File: src/rtl/fpaddsub_sched_pkg.sv
// Shared constants, requester ID and opcode types, and the round-robin pick
// used by the FP add/sub issue scheduler.
package fpaddsub_sched_pkg;

  localparam int FPAS_W           = 32;
  localparam int FPAS_LAT_DEFAULT = 5;

  typedef logic req_id_t;

  typedef enum logic {
    FPAS_OP_ADD = 1'b0,
    FPAS_OP_SUB = 1'b1
  } fpas_op_e;

  // With both requesters eligible, serve the one that was not served last.
  function automatic logic [1:0] rr_pick(input logic [1:0] elig, input req_id_t last_id);
    logic [1:0] gnt;
    case (elig)
      2'b01:   gnt = 2'b01;
      2'b10:   gnt = 2'b10;
      2'b11:   gnt = (last_id == 1'b1) ? 2'b01 : 2'b10;
      default: gnt = 2'b00;
    endcase
    return gnt;
  endfunction

endpackage

File: src/rtl/fpaddsub_result_fifo.sv
// Synchronous first-word-fall-through result FIFO with occupancy count, and a
// checker that flags any write into a full FIFO without a same-cycle pop.
module fpaddsub_result_fifo #(
  parameter int  W     = 32,
  parameter int  DEPTH = 2,
  localparam int CW    = $clog2(DEPTH + 1),
  localparam int PW    = (DEPTH > 1) ? $clog2(DEPTH) : 1
) (
  input  logic          clk,
  input  logic          rst_n,
  input  logic          push_i,
  input  logic [W-1:0]  data_i,
  input  logic          pop_i,
  output logic          valid_o,
  output logic [W-1:0]  head_o,
  output logic [CW-1:0] count_o
);

  localparam logic [PW-1:0] LAST_PTR = PW'(DEPTH - 1);
  localparam logic [CW-1:0] FULL_CNT = CW'(DEPTH);

  logic [W-1:0]  mem_q [DEPTH];
  logic [PW-1:0] wr_ptr_q, wr_ptr_d;
  logic [PW-1:0] rd_ptr_q, rd_ptr_d;
  logic [CW-1:0] count_q, count_d;
  logic          full_s, empty_s, push_s, pop_s;

  assign empty_s = (count_q == {CW{1'b0}});
  assign full_s  = (count_q == FULL_CNT);
  assign pop_s   = pop_i & ~empty_s;
  // A pop in the same cycle frees the slot, so push into a full FIFO is legal then.
  assign push_s  = push_i & (~full_s | pop_s);

  // Pointer and occupancy next state.
  always_comb begin
    wr_ptr_d = wr_ptr_q;
    rd_ptr_d = rd_ptr_q;
    count_d  = count_q;
    if (push_s) begin
      wr_ptr_d = (wr_ptr_q == LAST_PTR) ? {PW{1'b0}} : wr_ptr_q + PW'(1'b1);
    end else begin
      wr_ptr_d = wr_ptr_q;
    end
    if (pop_s) begin
      rd_ptr_d = (rd_ptr_q == LAST_PTR) ? {PW{1'b0}} : rd_ptr_q + PW'(1'b1);
    end else begin
      rd_ptr_d = rd_ptr_q;
    end
    case ({push_s, pop_s})
      2'b10:   count_d = count_q + CW'(1'b1);
      2'b01:   count_d = count_q - CW'(1'b1);
      default: count_d = count_q;
    endcase
  end

  // Storage and pointer registers.
  always_ff @(posedge clk or negedge rst_n) begin
    if (!rst_n) begin
      wr_ptr_q <= {PW{1'b0}};
      rd_ptr_q <= {PW{1'b0}};
      count_q  <= {CW{1'b0}};
      for (int i = 0; i < DEPTH; i++) begin
        mem_q[i] <= {W{1'b0}};
      end
    end else begin
      wr_ptr_q <= wr_ptr_d;
      rd_ptr_q <= rd_ptr_d;
      count_q  <= count_d;
      if (push_s) begin
        mem_q[wr_ptr_q] <= data_i;
      end
    end
  end

  assign valid_o = ~empty_s;
  assign head_o  = mem_q[rd_ptr_q];
  assign count_o = count_q;

  fpaddsub_result_fifo_chk u_chk (
    .clk    (clk),
    .rst_n  (rst_n),
    .push_i (push_i),
    .full_i (full_s),
    .pop_i  (pop_i)
  );

endmodule

module fpaddsub_result_fifo_chk (
  input logic clk,
  input logic rst_n,
  input logic push_i,
  input logic full_i,
  input logic pop_i
);

  overflow_a: assert property (@(posedge clk) disable iff (!rst_n)
    !(push_i && full_i && !pop_i));

endmodule

File: src/rtl/fpaddsub_issue_scheduler.sv
// Round-robin issue scheduler sharing one pipelined FP add/sub core between two
// requesters. Define FPAS_SCHED_STATS_EN to add issue/stall statistics counters.
module fpaddsub_issue_scheduler
  import fpaddsub_sched_pkg::*;
#(
  parameter int W     = FPAS_W,
  parameter int LAT   = FPAS_LAT_DEFAULT,
  parameter int DEPTH = 2
) (
  input  logic           CLK,
  input  logic           RST_N,
  input  logic [1:0]     ReqValid,
  output logic [1:0]     ReqReady,
  input  logic [2*W-1:0] ReqA,
  input  logic [2*W-1:0] ReqB,
  input  logic [1:0]     ReqOpr,
  output logic           CoreValid,
  output logic [W-1:0]   CoreA,
  output logic [W-1:0]   CoreB,
  output logic           CoreOpr,
  input  logic [W-1:0]   CoreResult,
  output logic [1:0]     ResValid,
  output logic [2*W-1:0] ResData,
  input  logic [1:0]     ResAccept
`ifdef FPAS_SCHED_STATS_EN
  ,
  output logic [31:0]    IssueCnt0,
  output logic [31:0]    IssueCnt1,
  output logic [31:0]    StallCnt
`endif
);

  localparam int            CW     = $clog2(DEPTH + 1);
  localparam int            UW     = CW + 1;
  localparam logic [UW-1:0] CREDIT = UW'(DEPTH);

  logic [1:0]    eligible_s, grant_s, push_s, pop_s;
  logic [UW-1:0] used_s     [2];
  logic [CW-1:0] inflight_q [2];
  logic [CW-1:0] inflight_d [2];
  logic [CW-1:0] fifo_cnt_s [2];
  logic          res_valid_s[2];
  logic [W-1:0]  res_head_s [2];
  req_id_t       win_id_s, rr_last_q, rr_last_d;

  logic          core_valid_q, core_valid_d;
  logic [W-1:0]  core_a_q, core_a_d;
  logic [W-1:0]  core_b_q, core_b_d;
  fpas_op_e      core_opr_q, core_opr_d;
  req_id_t       core_id_q, core_id_d;

  logic [LAT:1]  sh_valid_q;
  logic [LAT:1]  sh_id_q;

  // Credit uses registered counts only, so a pop frees credit one cycle later.
  always_comb begin
    for (int k = 0; k < 2; k++) begin
      used_s[k]     = {1'b0, inflight_q[k]} + {1'b0, fifo_cnt_s[k]};
      eligible_s[k] = ReqValid[k] & (used_s[k] < CREDIT);
    end
    grant_s  = rr_pick(eligible_s, rr_last_q) & {2{RST_N}};
    win_id_s = grant_s[1];
  end

  assign ReqReady = grant_s;

  // Operand capture and round-robin pointer update on a grant.
  always_comb begin
    core_valid_d = |grant_s;
    core_a_d     = core_a_q;
    core_b_d     = core_b_q;
    core_opr_d   = core_opr_q;
    core_id_d    = core_id_q;
    rr_last_d    = rr_last_q;
    if (|grant_s) begin
      core_a_d   = win_id_s ? ReqA[2*W-1:W] : ReqA[W-1:0];
      core_b_d   = win_id_s ? ReqB[2*W-1:W] : ReqB[W-1:0];
      core_opr_d = fpas_op_e'(ReqOpr[win_id_s]);
      core_id_d  = win_id_s;
      rr_last_d  = win_id_s;
    end else begin
      core_id_d  = core_id_q;
      rr_last_d  = rr_last_q;
    end
  end

  // Writeback steering and in-flight accounting.
  always_comb begin
    for (int k = 0; k < 2; k++) begin
      push_s[k] = sh_valid_q[LAT] & (sh_id_q[LAT] == k[0]);
      pop_s[k]  = ResAccept[k] & res_valid_s[k];
      case ({grant_s[k], push_s[k]})
        2'b10:   inflight_d[k] = inflight_q[k] + CW'(1'b1);
        2'b01:   inflight_d[k] = inflight_q[k] - CW'(1'b1);
        default: inflight_d[k] = inflight_q[k];
      endcase
    end
  end

  // Core issue registers, RR pointer and in-flight counters.
  always_ff @(posedge CLK or negedge RST_N) begin
    if (!RST_N) begin
      core_valid_q  <= 1'b0;
      core_a_q      <= {W{1'b0}};
      core_b_q      <= {W{1'b0}};
      core_opr_q    <= FPAS_OP_ADD;
      core_id_q     <= 1'b0;
      rr_last_q     <= 1'b1;
      inflight_q[0] <= {CW{1'b0}};
      inflight_q[1] <= {CW{1'b0}};
    end else begin
      core_valid_q  <= core_valid_d;
      core_a_q      <= core_a_d;
      core_b_q      <= core_b_d;
      core_opr_q    <= core_opr_d;
      core_id_q     <= core_id_d;
      rr_last_q     <= rr_last_d;
      inflight_q[0] <= inflight_d[0];
      inflight_q[1] <= inflight_d[1];
    end
  end

  // Shadow {valid, id} pipeline follows each issue through the core latency.
  always_ff @(posedge CLK or negedge RST_N) begin
    if (!RST_N) begin
      sh_valid_q <= {LAT{1'b0}};
      sh_id_q    <= {LAT{1'b0}};
    end else begin
      sh_valid_q[1] <= core_valid_q;
      sh_id_q[1]    <= core_id_q;
      for (int i = 2; i <= LAT; i++) begin
        sh_valid_q[i] <= sh_valid_q[i-1];
        sh_id_q[i]    <= sh_id_q[i-1];
      end
    end
  end

  assign CoreValid = core_valid_q;
  assign CoreA     = core_a_q;
  assign CoreB     = core_b_q;
  assign CoreOpr   = core_opr_q;

  for (genvar k = 0; k < 2; k++) begin : g_fifo
    fpaddsub_result_fifo #(
      .W     (W),
      .DEPTH (DEPTH)
    ) u_fifo (
      .clk     (CLK),
      .rst_n   (RST_N),
      .push_i  (push_s[k]),
      .data_i  (CoreResult),
      .pop_i   (pop_s[k]),
      .valid_o (res_valid_s[k]),
      .head_o  (res_head_s[k]),
      .count_o (fifo_cnt_s[k])
    );
  end

  assign ResValid = {res_valid_s[1], res_valid_s[0]};
  assign ResData  = {res_head_s[1], res_head_s[0]};

`ifdef FPAS_SCHED_STATS_EN
  logic [31:0] issue_cnt_q [2];
  logic [31:0] stall_cnt_q;

  // Grant and stall statistics, wrapping at 2^32.
  always_ff @(posedge CLK or negedge RST_N) begin
    if (!RST_N) begin
      issue_cnt_q[0] <= 32'd0;
      issue_cnt_q[1] <= 32'd0;
      stall_cnt_q    <= 32'd0;
    end else begin
      issue_cnt_q[0] <= issue_cnt_q[0] + {31'd0, grant_s[0]};
      issue_cnt_q[1] <= issue_cnt_q[1] + {31'd0, grant_s[1]};
      stall_cnt_q    <= stall_cnt_q + {31'd0, (|ReqValid) & ~(|grant_s)};
    end
  end

  assign IssueCnt0 = issue_cnt_q[0];
  assign IssueCnt1 = issue_cnt_q[1];
  assign StallCnt  = stall_cnt_q;
`endif

endmodule
File: config.mk
export PLATFORM = sky130hd
export DESIGN_NAME = fpaddsub_issue_scheduler
export DESIGN_NICKNAME = d
export VERILOG_FILES = /design/src/rtl/fpaddsub_sched_pkg.sv /design/src/rtl/fpaddsub_result_fifo.sv /design/src/rtl/fpaddsub_issue_scheduler.sv
export SDC_FILE = /design/constraint.sdc
export NUM_CORES = 1
export LEC_CHECK = 0
export ABC_AREA = 1
export CORE_AREA = 5 5 175 177
export CTS_CLUSTER_DIAMETER = 100
export DETAILED_ROUTE_END_ITERATION = 10
export DIE_AREA = 0 0 180 182
export GPL_ROUTABILITY_DRIVEN = 0
export PLACE_DENSITY_LB_ADDON = 0.2
export SLEW_MARGIN = 20
export SYNTH_ARGS = -nofsm -noshare
export SYNTH_HDL_FRONTEND = slang
export SYNTH_SLANG_ARGS = --single-unit
File: constraint.sdc
create_clock -name CLK -period 3.1 [get_ports CLK]
set_clock_uncertainty 0.05 [all_clocks]
set_input_delay 0.62 -clock CLK [delete_from_list [all_inputs] [get_ports CLK]]
set_output_delay 0.62 -clock CLK [all_outputs]
set_load 0.01 [all_outputs]
Yosys cells after proc, flatten, opt, wreduce, memory -nomap -nowiden
Cells that the tools add are included.
{ "totals": {"reg_bits": 218, "wordCells": 113, "inputBits": 168} }
{ "classes": {"n_addsub": 14, "n_eq_ne": 13, "bitwise": 22, "reduce_logical": 9, "mux": 26, "magnitude_cmp": 9} }
{ "ops": {"columns": ["operator", "n"], "rows": [
  ["$mux W32", 10],
  ["$bwmux W64", 2],
  ["$demux W32 S1", 2],
  ["$eq A2 B2 Y1 const B", 8],
  ["$pmux W2 S2", 4],
  ["$and A1 B1 Y1", 10],
  ["$eq A2 B1 Y1 const B", 5],
  ["$add A2 B1 Y2 const B", 4],
  ["$ge A2 B2 Y1 const B", 4],
  ["$not A1 Y2", 4],
  ["$reduce_bool A2 Y1", 4],
  ["$sub A2 B1 Y2 const B", 4],
  ["$add A2 B2 Y3", 2],
  ["$lt A3 B2 Y1 const B", 2],
  ["$mux W1", 6],
  ["$pmux W2 S3", 1],
  ["$not A1 Y1", 5],
  ["$add A1 B1 Y1 const B", 4],
  ["$logic_not A2 Y1", 2],
  ["$lt A2 B1 Y1 const B", 2],
  ["$and A2 B2 Y2", 1],
  ["$logic_and A1 B1 Y1", 2],
  ["$lt A1 B2 Y1 const B", 1],
  ["$mux W2", 1],
  ["2 further kinds", 3]
]} }

Logic depth before layout (Yosys ltp)
Gate-level depths: netlist (run 1).
{ "logic_depth": {"ltp_word": 8, "mapped_depth": 12, "depth_no_buf": 11} }

Cells and area by module
Synthesis (run 1) repeated with hierarchy kept, for this count alone.
{ "unflattened": {"hier_cells": 1257, "area_unflattened_um2": 10457.5} }
{ "modules_own_cells": {"columns": ["mod", "area_per_inst_um2", "cells_per_inst", "n_inst"], "rows": [
  ["fpaddsub_result_fifo", 3301.9, 414, 2],
  ["fpaddsub_issue_scheduler", 3853.7, 429, 1]
]} }

Worst setup path before layout (run 1)
No wires, ideal clock.
{ "synth_timing": {"kind": "reg2reg", "startpoint": "reg g_fifo[0].u_fifo.count_q[0]", "endpoint": "reg inflight_q[3] in the netlist's numbering", "slack_ps": 744, "synth_period_minus_slack_ps": 2356, "n_path_buf": 1, "t_arrival_ps": 2175, "path_stages_with_launch": 13, "cell_sequence": "dfrtp_1 > nand2_1 > inv_1 > fa_1 > nor2_2 > nand2_1 > nor2_2 > buf_4 > nand2_1 > ha_1 > a21oi_1 > o21ai_0 > xor2_1"} }
{ "synth_between": {"elab_chain_len": 8, "word_cells_on_any_way": 12, "cone_classes": "add/sub: 1; order compare: 1; eq/ne: 5; mux: 2; bitwise: 2; reduce/logical: 1"} }
{ "synth_lines": {"columns": ["item", "line_no", "source"], "rows": [
  ["from (decl)", "fpaddsub_result_fifo.sv:25", "logic [CW-1:0] count_q, count_d;"],
  ["from (signal assigned)", "fpaddsub_result_fifo.sv:61", "count_q <= {CW{1'b0}};"],
  ["from (signal assigned)", "fpaddsub_result_fifo.sv:68", "count_q <= count_d;"],
  ["$add A2 B2 Y3 *", "fpaddsub_issue_scheduler.sv:58", "used_s[k] = {1'b0, inflight_q[k]} + {1'b0, fifo_cnt_s[k]};"],
  ["$lt A3 B2 Y1 *", "fpaddsub_issue_scheduler.sv:59", "eligible_s[k] = ReqValid[k] & (used_s[k] < CREDIT);"],
  ["$and A1 B1 Y1 *", "fpaddsub_issue_scheduler.sv:59", null],
  ["$eq A2 B2 Y1 / $eq A2 B1 Y1 (equally long branches)", "fpaddsub_sched_pkg.sv:18", "case (elig)"],
  ["$pmux W2 S3 *", "fpaddsub_sched_pkg.sv:18", null],
  ["$and A2 B2 Y2 *", "fpaddsub_issue_scheduler.sv:61", "grant_s = rr_pick(eligible_s, rr_last_q) & {2{RST_N}};"],
  ["$eq A2 B1 Y1 / $eq A2 B2 Y1 (equally long branches)", "fpaddsub_issue_scheduler.sv:92", "case ({grant_s[k], push_s[k]})"],
  ["$pmux W2 S2 / $reduce_bool A2 Y1 (equally long branches)", null, null],
  ["to (decl)", "fpaddsub_issue_scheduler.sv:39", "logic [CW-1:0] inflight_q [2];"]
]} }
Every way passes the cells marked *; elsewhere a longest branch is shown, timed or not.
A chain may end at the register's enable or synchronous reset.

Worst setup path in the final report (run 1)
{ "layout_timing": {"startpoint": "reg inflight_q[2] in the netlist's numbering", "endpoint": "out ReqReady[1]"} }
{ "layout_between": {"elab_chain_len": 6, "word_cells_on_any_way": 8, "cone_classes": "add/sub: 1; order compare: 1; eq/ne: 3; mux: 1; bitwise: 2"} }
{ "layout_lines": {"columns": ["item", "line_no", "source"], "rows": [
  ["$add A2 B2 Y3 *", "fpaddsub_issue_scheduler.sv:58", null],
  ["$lt A3 B2 Y1 *", "fpaddsub_issue_scheduler.sv:59", null],
  ["$and A1 B1 Y1 *", "fpaddsub_issue_scheduler.sv:59", null],
  ["$eq A2 B2 Y1 / $eq A2 B1 Y1 (equally long branches)", "fpaddsub_sched_pkg.sv:18", null],
  ["$pmux W2 S3 *", "fpaddsub_sched_pkg.sv:18", null],
  ["$and A2 B2 Y2 *", "fpaddsub_issue_scheduler.sv:61", null],
  ["to (decl)", "fpaddsub_issue_scheduler.sv:13", "output logic [1:0] ReqReady,"]
]} }
Marks and branches as above.

==> results.tsv, run 1 <==
stage	metric	value	unit
logic_synthesis	Synth area leaders	dfrtp_1 55%, nand2_1 22%, nand3_1 13%	
detailed_routing	total iterations of the first detailed-routing run	5	
critical_path	CP required	2.43	ns
sta	worst-margin pin slew	0.756	ns
detailed_routing	via density per instance	4.69	
cts	Worst-Skew Late Latency	0.51	ns
cts	clock tree sinks	218	
cts	CTS tree	done	
power	Comb power frac	45.1	%
die	Chip Height	182	µm
logic_synthesis	Synth top area share	54.6	%
min_path	type of the worst min-delay path	flop to flop	
cts	Num CTS Buffers	26	
logic_synthesis	library cells used by synthesis	24	
logic_synthesis	synthesized area per cell	8.15	µm²
power	Int Power	9230	µW
logic_synthesis	leading area contributor after synthesis	dfrtp_1	
power	Sw Ratio	37.2	%
detailed_routing	final wirelength	32.8	mm
power	Leak Pwr	0.00696	µW
cts	Max H-tree Level	1	
sta	Max-slew headroom	49.6	%
logic_synthesis	Post-Syn Area	0.00995	mm²
detailed_routing	ANT nets after route	0	
run_status	status	completed	
power	Reg power frac	33.7	%
logic_synthesis	Most used DFF post-synth	dfrtp_1	
sta	Final WS setup	0.136	ns
sta	Min Clock Period, post-route	2.96	ns
placed_design	pre-CTS setup slack	0.288	ns
logic_synthesis	Mapped Nets	1395	
global_route	first-pass GRT wire length	52.8	mm
detailed_routing	DR iter-0 viols	681	
sta	Highest Clock Rate	337	MHz
global_route	initial antenna violation count	5	
logic_synthesis	post-synthesis sequential area ratio	54.8	%
sta	Final period util	95.6	%
critical_path	CP Max Fanout	4	
sta	RSZ-0062 raised after global routing	no	
placed_design	PortBufs	301	
die	row count	63	
detailed_routing	DR WL met3	2.88	mm
logic_synthesis	top cells by count, synth	593 x nand2_1, 263 x nand3_1, 217 x dfrtp_1, 27 x buf_2, 23 x clkbuf_1	
logic_synthesis	number of synthesis warnings	0	
sta	Final Hold Violating Endpoints	0	
die	# IOs	302	
final_layout	fill count	2746	
global_route	total track usage	19.7	%
logic_synthesis	EDFF count, synth	0	
cts	clock-pin slew on the worst setup and hold paths	0.06	ns
logic_synthesis	async set-or-reset flop fraction in the synthesized netlist	100	%
critical_path	Setup Crit Path Kind	flop to primary output	
power	Net Switching	5460	µW
sta	count of final setup violators	0	
power	Worst IR Drop VDD	0.000579	V
flow_run	max-cap violation count	0	
sta	Setup TNS	0	ns
final_layout	layout cells sized above 1	6.28	%
placed_design	DP Wirelength	21.7	mm
power	Clk pwr share	21.1	%
detailed_routing	DR top layer	met5	
logic_synthesis	Seq cells post-synth	218	
final_layout	multi-input logic area	0.00394	mm²
final_layout	final net count	1667	
critical_path	critical path startpoint category	flop	
die	core area	0.0291	mm²
cts	Root Driver	clkbuf_16	
detailed_routing	Avg WL per Cell	17.2	µm
die	die footprint	0.0328	mm²
detailed_routing	vias	8946	
final_layout	Layout area overhead	42.2	%
detailed_routing	wl on met1	13.7	mm
logic_synthesis	Post-Syn Instances	1221	
critical_path	Crit. End Element	primary output	
critical_path	arrival time worst endpoint	2.29	ns
final_layout	Reg area	0.00546	mm²
die	Initial Utilization	34.2	%
global_route	GRT overflow	0	
global_route	largest net degree at the start of global routing	121	
die	width of the chip	180	µm
detailed_routing	Detail Route met2 WL	15.4	mm
sta	Max Slew Vio Count	0	
cts	CTS max path bufs	3	
global_route	number of global-route vias before repair	9403	
logic_synthesis	count leader, synth	nand2_1	
power	P per Cell Area	1040	mW/mm²
detailed_routing	DRC	0	
## cells in the final DEF, fill, tap and decap left out, types with 2 or more instances in the layout
cell type	instances
xor2_1	6
nand3b_2	2
clkdlybuf4s50_1	298
buf_4	18
nand3_1	260
nor2_2	2
clkbuf_8	10
nand3_2	4
ha_1	4
xnor2_1	4
diode_2	4
nand2_4	2
clkinv_2	4
fa_1	2
nor2_4	6
dlygate4sd2_1	2
dfrtp_1	217
nand2_2	4
inv_2	6
a21oi_1	4
clkinv_1	2
inv_1	15
buf_12	6
o21ai_0	5
clkbuf_16	27
nand2_1	593
clkbuf_1	5
## worst paths after layout
path                                                           end  cells after the start  slack [ns]                 startpoint
min reg2reg                                sh_valid_q[4]$_DFF_PN0_                      0        0.30    sh_valid_q[3]$_DFF_PN0_
max reg2reg                                  CoreB[21]$_DFFE_PN0P_                      9        0.72  inflight_q[2]$_DFFE_PN0P_
max                                                    ReqReady[1]                      9        0.14  inflight_q[2]$_DFFE_PN0P_
min in group asynchronous  g_fifo[1].u_fifo.count_o[0]$_DFFE_PN0P_                      2        0.50                      RST_N
min                                        sh_valid_q[4]$_DFF_PN0_                      0        0.30    sh_valid_q[3]$_DFF_PN0_
max in group asynchronous   g_fifo[1].u_fifo.mem_q[16]$_DFFE_PN0P_                      4        1.10                      RST_N
## per-layer routing
metal | global-route usage, % | vias to the layer above
met5 | 0 | -
met2 | 31.8 | 293
li1 | - | 4436
met4 | 6.34 | 2
met1 | 25.0 | 4170
met3 | 7.01 | 45
## cells by family (layout without fill, tap and decap cells)
kind of cell    count (synthesis)  after routing  synth area share (%)
simple gates                  873            873                  37.1
buf+inv                       105            397                  5.81
other cells                     0              4                     0
fa+ha+maj                       6              6                 0.905
compound gates                  9              9                 0.453
xor+xnor                       10             10                 0.880
flops                         218            218                  54.8
## area by class of cell
type,count,share of cell area [%]
antenna,4,0.0707
tap,390,3.45
clock buffer,42,5.88
timing repair buffer,326,23.2
sequential,218,38.6
clock inverter,6,0.416
inverter,23,0.610
multi-input combinational,898,27.8
## power groups by stage
stage | clock [µW] | combinational, µW | sequential, µW
6_report | 3100 | 6630 | 4950
5_1_grt | 3310 | 7410 | 5120
4_1_cts | 3190 | 6760 | 4950
3_5_place_dp | 0 | 6670 | 4980
3_3_place_gp | 0 | 6600 | 4940
2_1_floorplan | 0 | 3360 | 5020
## through the flow
stage / utilization (%) / cells / area, µm² / total power (µW) / hold WS (ns)
floorplan: - / 1221 / 9950 / 8380 / 0.274
global placement: 45.4 / 1851 / 13200 / 11500 / 0.284
detailed placement: 45.4 / 1851 / 13200 / 11700 / 0.286
CTS: 48.6 / 1903 / 14100 / 14900 / 0.299
global route: 48.7 / 1907 / 14200 / 15800 / 0.309
finish: 48.7 / 1907 / 14200 / 14700 / 0.297
## worst max-delay path, stage by stage, from the launching register on
cell and delay, ns:
dfrtp_1 0.41, nand2_1 0.07, inv_1 0.05, fa_1 0.48, nor2_4 0.11, buf_4 0.12
nand3_2 0.07, nand2_1 0.14, inv_1 0.05, dlygate4sd2_1 0.28
## state kept, by name (all words and copies together), names as in the netlist
register / cells
g_fifo.u_fifo.rd_ptr_q: 2
CoreOpr: 1
inflight_q: 4
CoreB: 32
sh_id_q: 5
g_fifo.u_fifo.mem_q: 128
rr_last_q: 1
g_fifo.u_fifo.wr_ptr_q: 2
CoreA: 32
g_fifo.u_fifo.count_o: 4
CoreValid: 1
sh_valid_q: 5
core_id_q: 1
## timing repair
action                                  in CTS  in global routing
hold endpoints to repair                    21                  0
endpoints found under the setup margin       2                  0
hold buffers                                 1                  0
setup buffers                                3                  0
gates resized for setup                      3                  0
(Power assumes the default switching activity.)
==> run 2, diff against run 1 <==
--- a/config.mk
+++ b/config.mk
@@ -6,10 +6,11 @@
 export NUM_CORES = 1
 export LEC_CHECK = 0
 export ABC_AREA = 1
-export CORE_AREA = 5 5 175 177
+export ABC_CLOCK_PERIOD_IN_PS = 3100
+export CORE_AREA = 5 5 152 154
 export CTS_CLUSTER_DIAMETER = 100
 export DETAILED_ROUTE_END_ITERATION = 10
-export DIE_AREA = 0 0 180 182
+export DIE_AREA = 0 0 157 159
 export GPL_ROUTABILITY_DRIVEN = 0
 export PLACE_DENSITY_LB_ADDON = 0.2
 export SLEW_MARGIN = 20
==> run 2 against run 1 <==
Sequential cell count unchanged. Global-route usage up 4.7 points. Hold slack got worse by 0.0012 ns. Utilization grew 16 points. Largest power group unchanged. Wire length decreased by 6.0%. Sequential share of layout area rose by 0.61 points. Total power down 1.9%.
==> results.tsv, run 2 (synthesis gave the netlist of run 1 again) <==
stage	metric	value	unit
final_layout	multi-input logic area	0.00394	mm²
global_route	total track usage	24.4	%
detailed_routing	Detail Route met2 WL	14.8	mm
final_layout	Reg area	0.00546	mm²
detailed_routing	vias	9128	
final_layout	Largest Register	g_fifo.u_fifo.mem_q	
placed_design	DP Wirelength	20.4	mm
final_layout	most common cell after layout, fill and taps aside	nand2_1	
critical_path	RR Startpoint	g_fifo[0].u_fifo.count_o[0]$_DFFE_PN0P_	
detailed_routing	Avg WL per Cell	17.2	µm
power	Leak Pwr	0.00692	µW
die	Chip Height	159	µm
sta	Max Slew Vio Count	0	
global_route	initial antenna violation count	6	
detailed_routing	final wirelength	30.8	mm
sta	RSZ-0062 raised after global routing	no	
sta	worst-margin pin slew	0.774	ns
die	# IOs	302	
sta	Highest Clock Rate	338	MHz
final_layout	Layout area overhead	40.1	%
sta	Final Hold Violating Endpoints	0	
flow_run	max-cap violation count	0	
die	die footprint	0.0250	mm²
final_layout	fill count	1844	
critical_path	arrival time worst endpoint	2.29	ns
sta	Final period util	95.3	%
detailed_routing	total iterations of the first detailed-routing run	5	
cts	Num CTS Buffers	24	
sta	Max-slew headroom	48.4	%
cts	clock tree sinks	218	
cts	Worst-Skew Late Latency	0.50	ns
die	width of the chip	157	µm
cts	clock-pin slew on the worst setup and hold paths	0.06	ns
cts	CTS max path bufs	3	
detailed_routing	DR WL met3	2.85	mm
placed_design	dpl cell area	0.0131	mm²
critical_path	Worst R2R Setup Slack	0.65	ns
critical_path	critical path startpoint category	flop	
global_route	GRT overflow	0	
sta	Setup TNS	0	ns
global_route	number of global-route vias before repair	9251	
critical_path	Reg2Reg Depth	9	
run_status	status	completed	
final_layout	layout cells sized above 1	6.17	%
final_layout	final net count	1665	
final_layout	most frequent cells in the layout	592 x nand2_1, 298 x clkdlybuf4s50_1, 260 x nand3_1	
power	P per Cell Area	1030	mW/mm²
cts	Max H-tree Level	1	
detailed_routing	DR top layer	met5	
detailed_routing	DR iter-0 viols	614	
die	row count	54	
detailed_routing	DRC	0	
final_layout	max FFs per register	128	
critical_path	Crit. End Element	primary output	
placed_design	placed cell count	1741	
critical_path	worst reg2reg endpoint	CoreA[5]$_DFFE_PN0P_	
cts	CTS tree	done	
critical_path	CP required	2.43	ns
power	Worst IR Drop VDD	0.000575	V
cts	Root Driver	clkbuf_16	
final_layout	Final Instance Area	0.0139	mm²
critical_path	Setup Crit Path Kind	flop to primary output	
placed_design	PortBufs	301	
critical_path	Critical Path Source	inflight_q[0]$_DFFE_PN0P_	
die	core area	0.0216	mm²
sta	Min Clock Period, post-route	2.96	ns
final_layout	Layout Cells excl Fill	1792	
sta	count of final setup violators	0	
global_route	first-pass GRT wire length	49.6	mm
power	Power Total	14400	µW
min_path	hold path depth	0	
min_path	beginning of the worst hold path	sh_id_q[3]$_DFF_PN0_	
min_path	type of the worst min-delay path	flop to flop	
global_route	largest net degree at the start of global routing	198	
detailed_routing	ANT nets after route	0	
min_path	hold worst-path end	sh_id_q[4]$_DFF_PN0_	
die	Initial Utilization	46.2	%
detailed_routing	via density per instance	5.09	
detailed_routing	wl on met1	12.3	mm
critical_path	CP Max Fanout	4	
-- run 2: what timing repair did --
action                                 4_1_cts  5_1_grt
resized for setup                            3        2
setup endpoints to repair                    2        1
hold buffers                                 1        0
setup buffers                                1        1
pin swaps                                    1        2
endpoints found under the hold margin       20        0
-- run 2: worst max-delay path by stage --
stage	end	slack [ns]	cells after the start
final	ReqReady[0]	0.14	9
after floorplan	inflight_q[3]$_DFFE_PN0P_	0.74	12
after detailed placement	ReqReady[0]	0.29	9
after global routing	ReqReady[0]	0.03	9
after CTS	ReqReady[0]	0.05	9
after global placement	ReqReady[0]	0.34	9
-- run 2: power by group --
group	total, µW	leakage, µW	internal, µW	switching (µW)
clock network	2810	0.000400	1720	1100
logic	6630	0.00375	3090	3530
registers	4970	0.00277	4210	755
-- run 2: metal layers --
metal | vias to the layer above | track usage, %
li1 | 4434 | -
met1 | 4269 | 31.4
met2 | 363 | 39.8
met3 | 60 | 6.90
met4 | 2 | 8.44
met5 | - | 0
-- run 2: worst max-delay path: stages, from the launching register on --
cell           delay (ns)
dfrtp_1              0.41
nand2_1              0.08
inv_1                0.04
fa_1                 0.46
nor2_2               0.17
buf_4                0.13
nand3_2              0.07
nand2_2              0.10
inv_1                0.04
dlygate4sd2_1        0.28
-- run 2: cell type report --
| class | count | share of cell area, % |
|---|---|---|
| timing repair buffer | 326 | 23.6 |
| tap | 280 | 2.51 |
| inverter | 23 | 0.620 |
| clock buffer | 35 | 5.26 |
| multi-input combinational | 898 | 28.3 |
| clock inverter | 7 | 0.458 |
| sequential | 218 | 39.2 |
| antenna | 5 | 0.0898 |
-- run 2: metrics by stage --
step	worst slack, ns	hold slack (ns)	utilization, %
floorplan	0.744	0.274	-
global route	0.0279	0.303	64.6
finish	0.144	0.296	64.7
global placement	0.337	0.283	60.6
CTS	0.0475	0.296	64.4
detailed placement	0.294	0.286	60.6
==> run 3, diff against run 2 <==
--- a/config.mk
+++ b/config.mk
@@ -13,6 +13,7 @@
 export DIE_AREA = 0 0 157 159
 export GPL_ROUTABILITY_DRIVEN = 0
 export PLACE_DENSITY_LB_ADDON = 0.2
+export REMOVE_ABC_BUFFERS = 1
 export SLEW_MARGIN = 20
 export SYNTH_ARGS = -nofsm -noshare
 export SYNTH_HDL_FRONTEND = slang
==> run 3 against run 2 <==
Via count increased by 1.6%. Maximum frequency about the same. Wire length increased by 2.2%. Hold slack got worse by 0.0033 ns. Sequential cell count unchanged. Total power increased by 0.91%. Register-to-register slack improved by 0.05 ns. Setup slack got worse by 0.0024 ns. Cell count decreased by 0.28%. Sequential power about the same. Global-route usage increased by 0.76 points. First-iteration DRC count increased by 3.4%.
==> results.tsv, run 3 (synthesis gave the netlist of run 1 again) <==
stage	metric	value	unit
die	Initial Utilization	46.2	%
power	P per Cell Area	1050	mW/mm²
sta	RSZ-0062 raised after global routing	no	
sta	Worst Hold Slack	0.292	ns
final_layout	final net count	1663	
power	Sw Ratio	37.6	%
die	row count	54	
critical_path	Setup Crit Path Kind	flop to primary output	
power	Clk pwr share	20.0	%
final_layout	Largest Register	g_fifo.u_fifo.mem_q	
global_route	total track usage	25.2	%
power	Int Power	9080	µW
final_layout	most frequent cells in the layout	593 x nand2_1, 298 x clkdlybuf4s50_1, 260 x nand3_1	
critical_path	CP Max Fanout	4	
critical_path	RR Startpoint	inflight_q[2]$_DFFE_PN0P_	
die	# IOs	302	
placed_design	pre-CTS setup slack	0.321	ns
die	core area	0.0216	mm²
die	die footprint	0.0250	mm²
sta	Final period util	95.4	%
sta	Final WS setup	0.142	ns
sta	Max-slew headroom	47.5	%
detailed_routing	DR iter-0 viols	635	
critical_path	arrival time worst endpoint	2.29	ns
critical_path	Reg2Reg Depth	9	
sta	Max Slew Vio Count	0	
power	Leak Pwr	0.00692	µW
flow_run	max-cap violation count	0	
global_route	number of global-route vias before repair	9494	
final_layout	max FFs per register	128	
detailed_routing	via density per instance	5.19	
die	width of the chip	157	µm
cts	clock-pin slew on the worst setup and hold paths	0.06	ns
final_layout	Layout area overhead	39.8	%
final_layout	most common cell after layout, fill and taps aside	nand2_1	
detailed_routing	Avg WL per Cell	17.6	µm
final_layout	Reg area	0.00546	mm²
sta	Final Hold Violating Endpoints	0	
run_status	status	completed	
detailed_routing	DRC	0	
final_layout	multi-input logic area	0.00394	mm²
cts	Num CTS Buffers	24	
global_route	initial antenna violation count	2	
detailed_routing	ANT nets after route	0	
final_layout	fill count	1871	
final_layout	layout cells sized above 1	6.30	%
cts	Root Driver	clkbuf_16	
critical_path	critical path startpoint category	flop	
detailed_routing	final wirelength	31.5	mm
cts	Max H-tree Level	1	
power	Net Switching	5460	µW
critical_path	Crit. End Element	primary output	
sta	Min Clock Period, post-route	2.96	ns
die	Chip Height	159	µm
cts	Worst-Skew Late Latency	0.50	ns
detailed_routing	vias	9272	
sta	Highest Clock Rate	338	MHz
global_route	first-pass GRT wire length	51.1	mm
cts	CTS max path bufs	3	
critical_path	CP endpoint	ReqReady[0]	
power	Comb power frac	45.8	%
power	Reg power frac	34.2	%
sta	count of final setup violators	0	
power	Worst IR Drop VDD	0.000536	V
final_layout	# diodes	0	
global_route	largest net degree at the start of global routing	81	
critical_path	worst reg2reg endpoint	CoreA[21]$_DFFE_PN0P_	
placed_design	DP Wirelength	20.5	mm
critical_path	CP required	2.43	ns
cts	clock tree sinks	218	
critical_path	Critical Path Source	inflight_q[2]$_DFFE_PN0P_	
placed_design	PortBufs	301	
final_layout	Final Instance Area	0.0139	mm²
critical_path	Worst R2R Setup Slack	0.70	ns
min_path	type of the worst min-delay path	flop to flop	
cts	CTS tree	done	
detailed_routing	total iterations of the first detailed-routing run	5	
sta	worst-margin pin slew	0.785	ns
placed_design	dpl cell area	0.0130	mm²
global_route	GRT overflow	0	
-- run 3: layout make-up --
class | count | share of cell area, %
Clock buffer | 31 | 5.09
Clock inverter | 13 | 0.846
Inverter | 23 | 0.630
Multi-Input combinational cell | 898 | 28.3
Sequential cell | 218 | 39.2
Tap cell | 280 | 2.52
Timing Repair Buffer | 324 | 23.3
-- run 3: repair_timing --
action / CTS / global route
setup buffers: 3 / 0
endpoints found under the hold margin: 23 / 0
resized for setup: 4 / 0
hold buffers: 1 / 0
setup endpoints to repair: 3 / 0
-- run 3: critical path, cell delays in order (launching register included) --
cell and delay (ns):
dfrtp_1 0.40, nand2_1 0.07, inv_1 0.04, fa_1 0.48, nor2_4 0.18, nand2_1 0.11
nor2_4 0.09, nand2_1 0.09, inv_1 0.06, dlygate4sd2_1 0.27
-- run 3: power groups by stage --
stage / combinational [µW] / sequential [µW] / clock [µW]
4_1_cts: 6730 / 4970 / 2980
6_report: 6660 / 4980 / 2910
3_5_place_dp: 6630 / 4980 / 0
5_1_grt: 7370 / 5140 / 3100
2_1_floorplan: 3000 / 5100 / 0
3_3_place_gp: 6520 / 4950 / 0
-- run 3: worst min-delay path by stage --
stage,from,to,slack (ns),depth (start not counted)
finish,sh_valid_q[4]$_DFF_PN0_,sh_valid_q[5]$_DFF_PN0_,0.29,0
detailed placement,sh_valid_q[4]$_DFF_PN0_,sh_valid_q[5]$_DFF_PN0_,0.29,0
CTS,sh_valid_q[4]$_DFF_PN0_,sh_valid_q[5]$_DFF_PN0_,0.30,0
global route,sh_valid_q[4]$_DFF_PN0_,sh_valid_q[5]$_DFF_PN0_,0.30,0
global placement,sh_valid_q[2]$_DFF_PN0_,sh_valid_q[3]$_DFF_PN0_,0.28,0
floorplan,RST_N,CoreA[0]$_DFFE_PN0P_,0.27,0
-- run 3: metrics by stage --
| step | TNS (ns) | utilization [%] | total power, µW | instances |
|---|---|---|---|---|
| 6_report | 0 | 64.5 | 14500 | 1787 |
| 5_1_grt | 0 | 64.5 | 15600 | 1787 |
| 4_1_cts | 0 | 64.5 | 14700 | 1787 |
| 3_5_place_dp | 0 | 60.5 | 11600 | 1739 |
| 3_3_place_gp | 0 | 60.5 | 11500 | 1739 |
| 2_1_floorplan | -2.65 | - | 8100 | 1139 |
-- run 3: routing by layer --
| metal | track usage [%] | up-vias | wire length [µm] |
|---|---|---|---|
| met1 | 31.9 | 4406 | 12100 |
| met5 | 0 | - | 27 |
| met4 | 6.71 | 4 | 823 |
| li1 | - | 4430 | - |
| met3 | 7.42 | 53 | 2990 |
| met2 | 42.3 | 379 | 15600 |
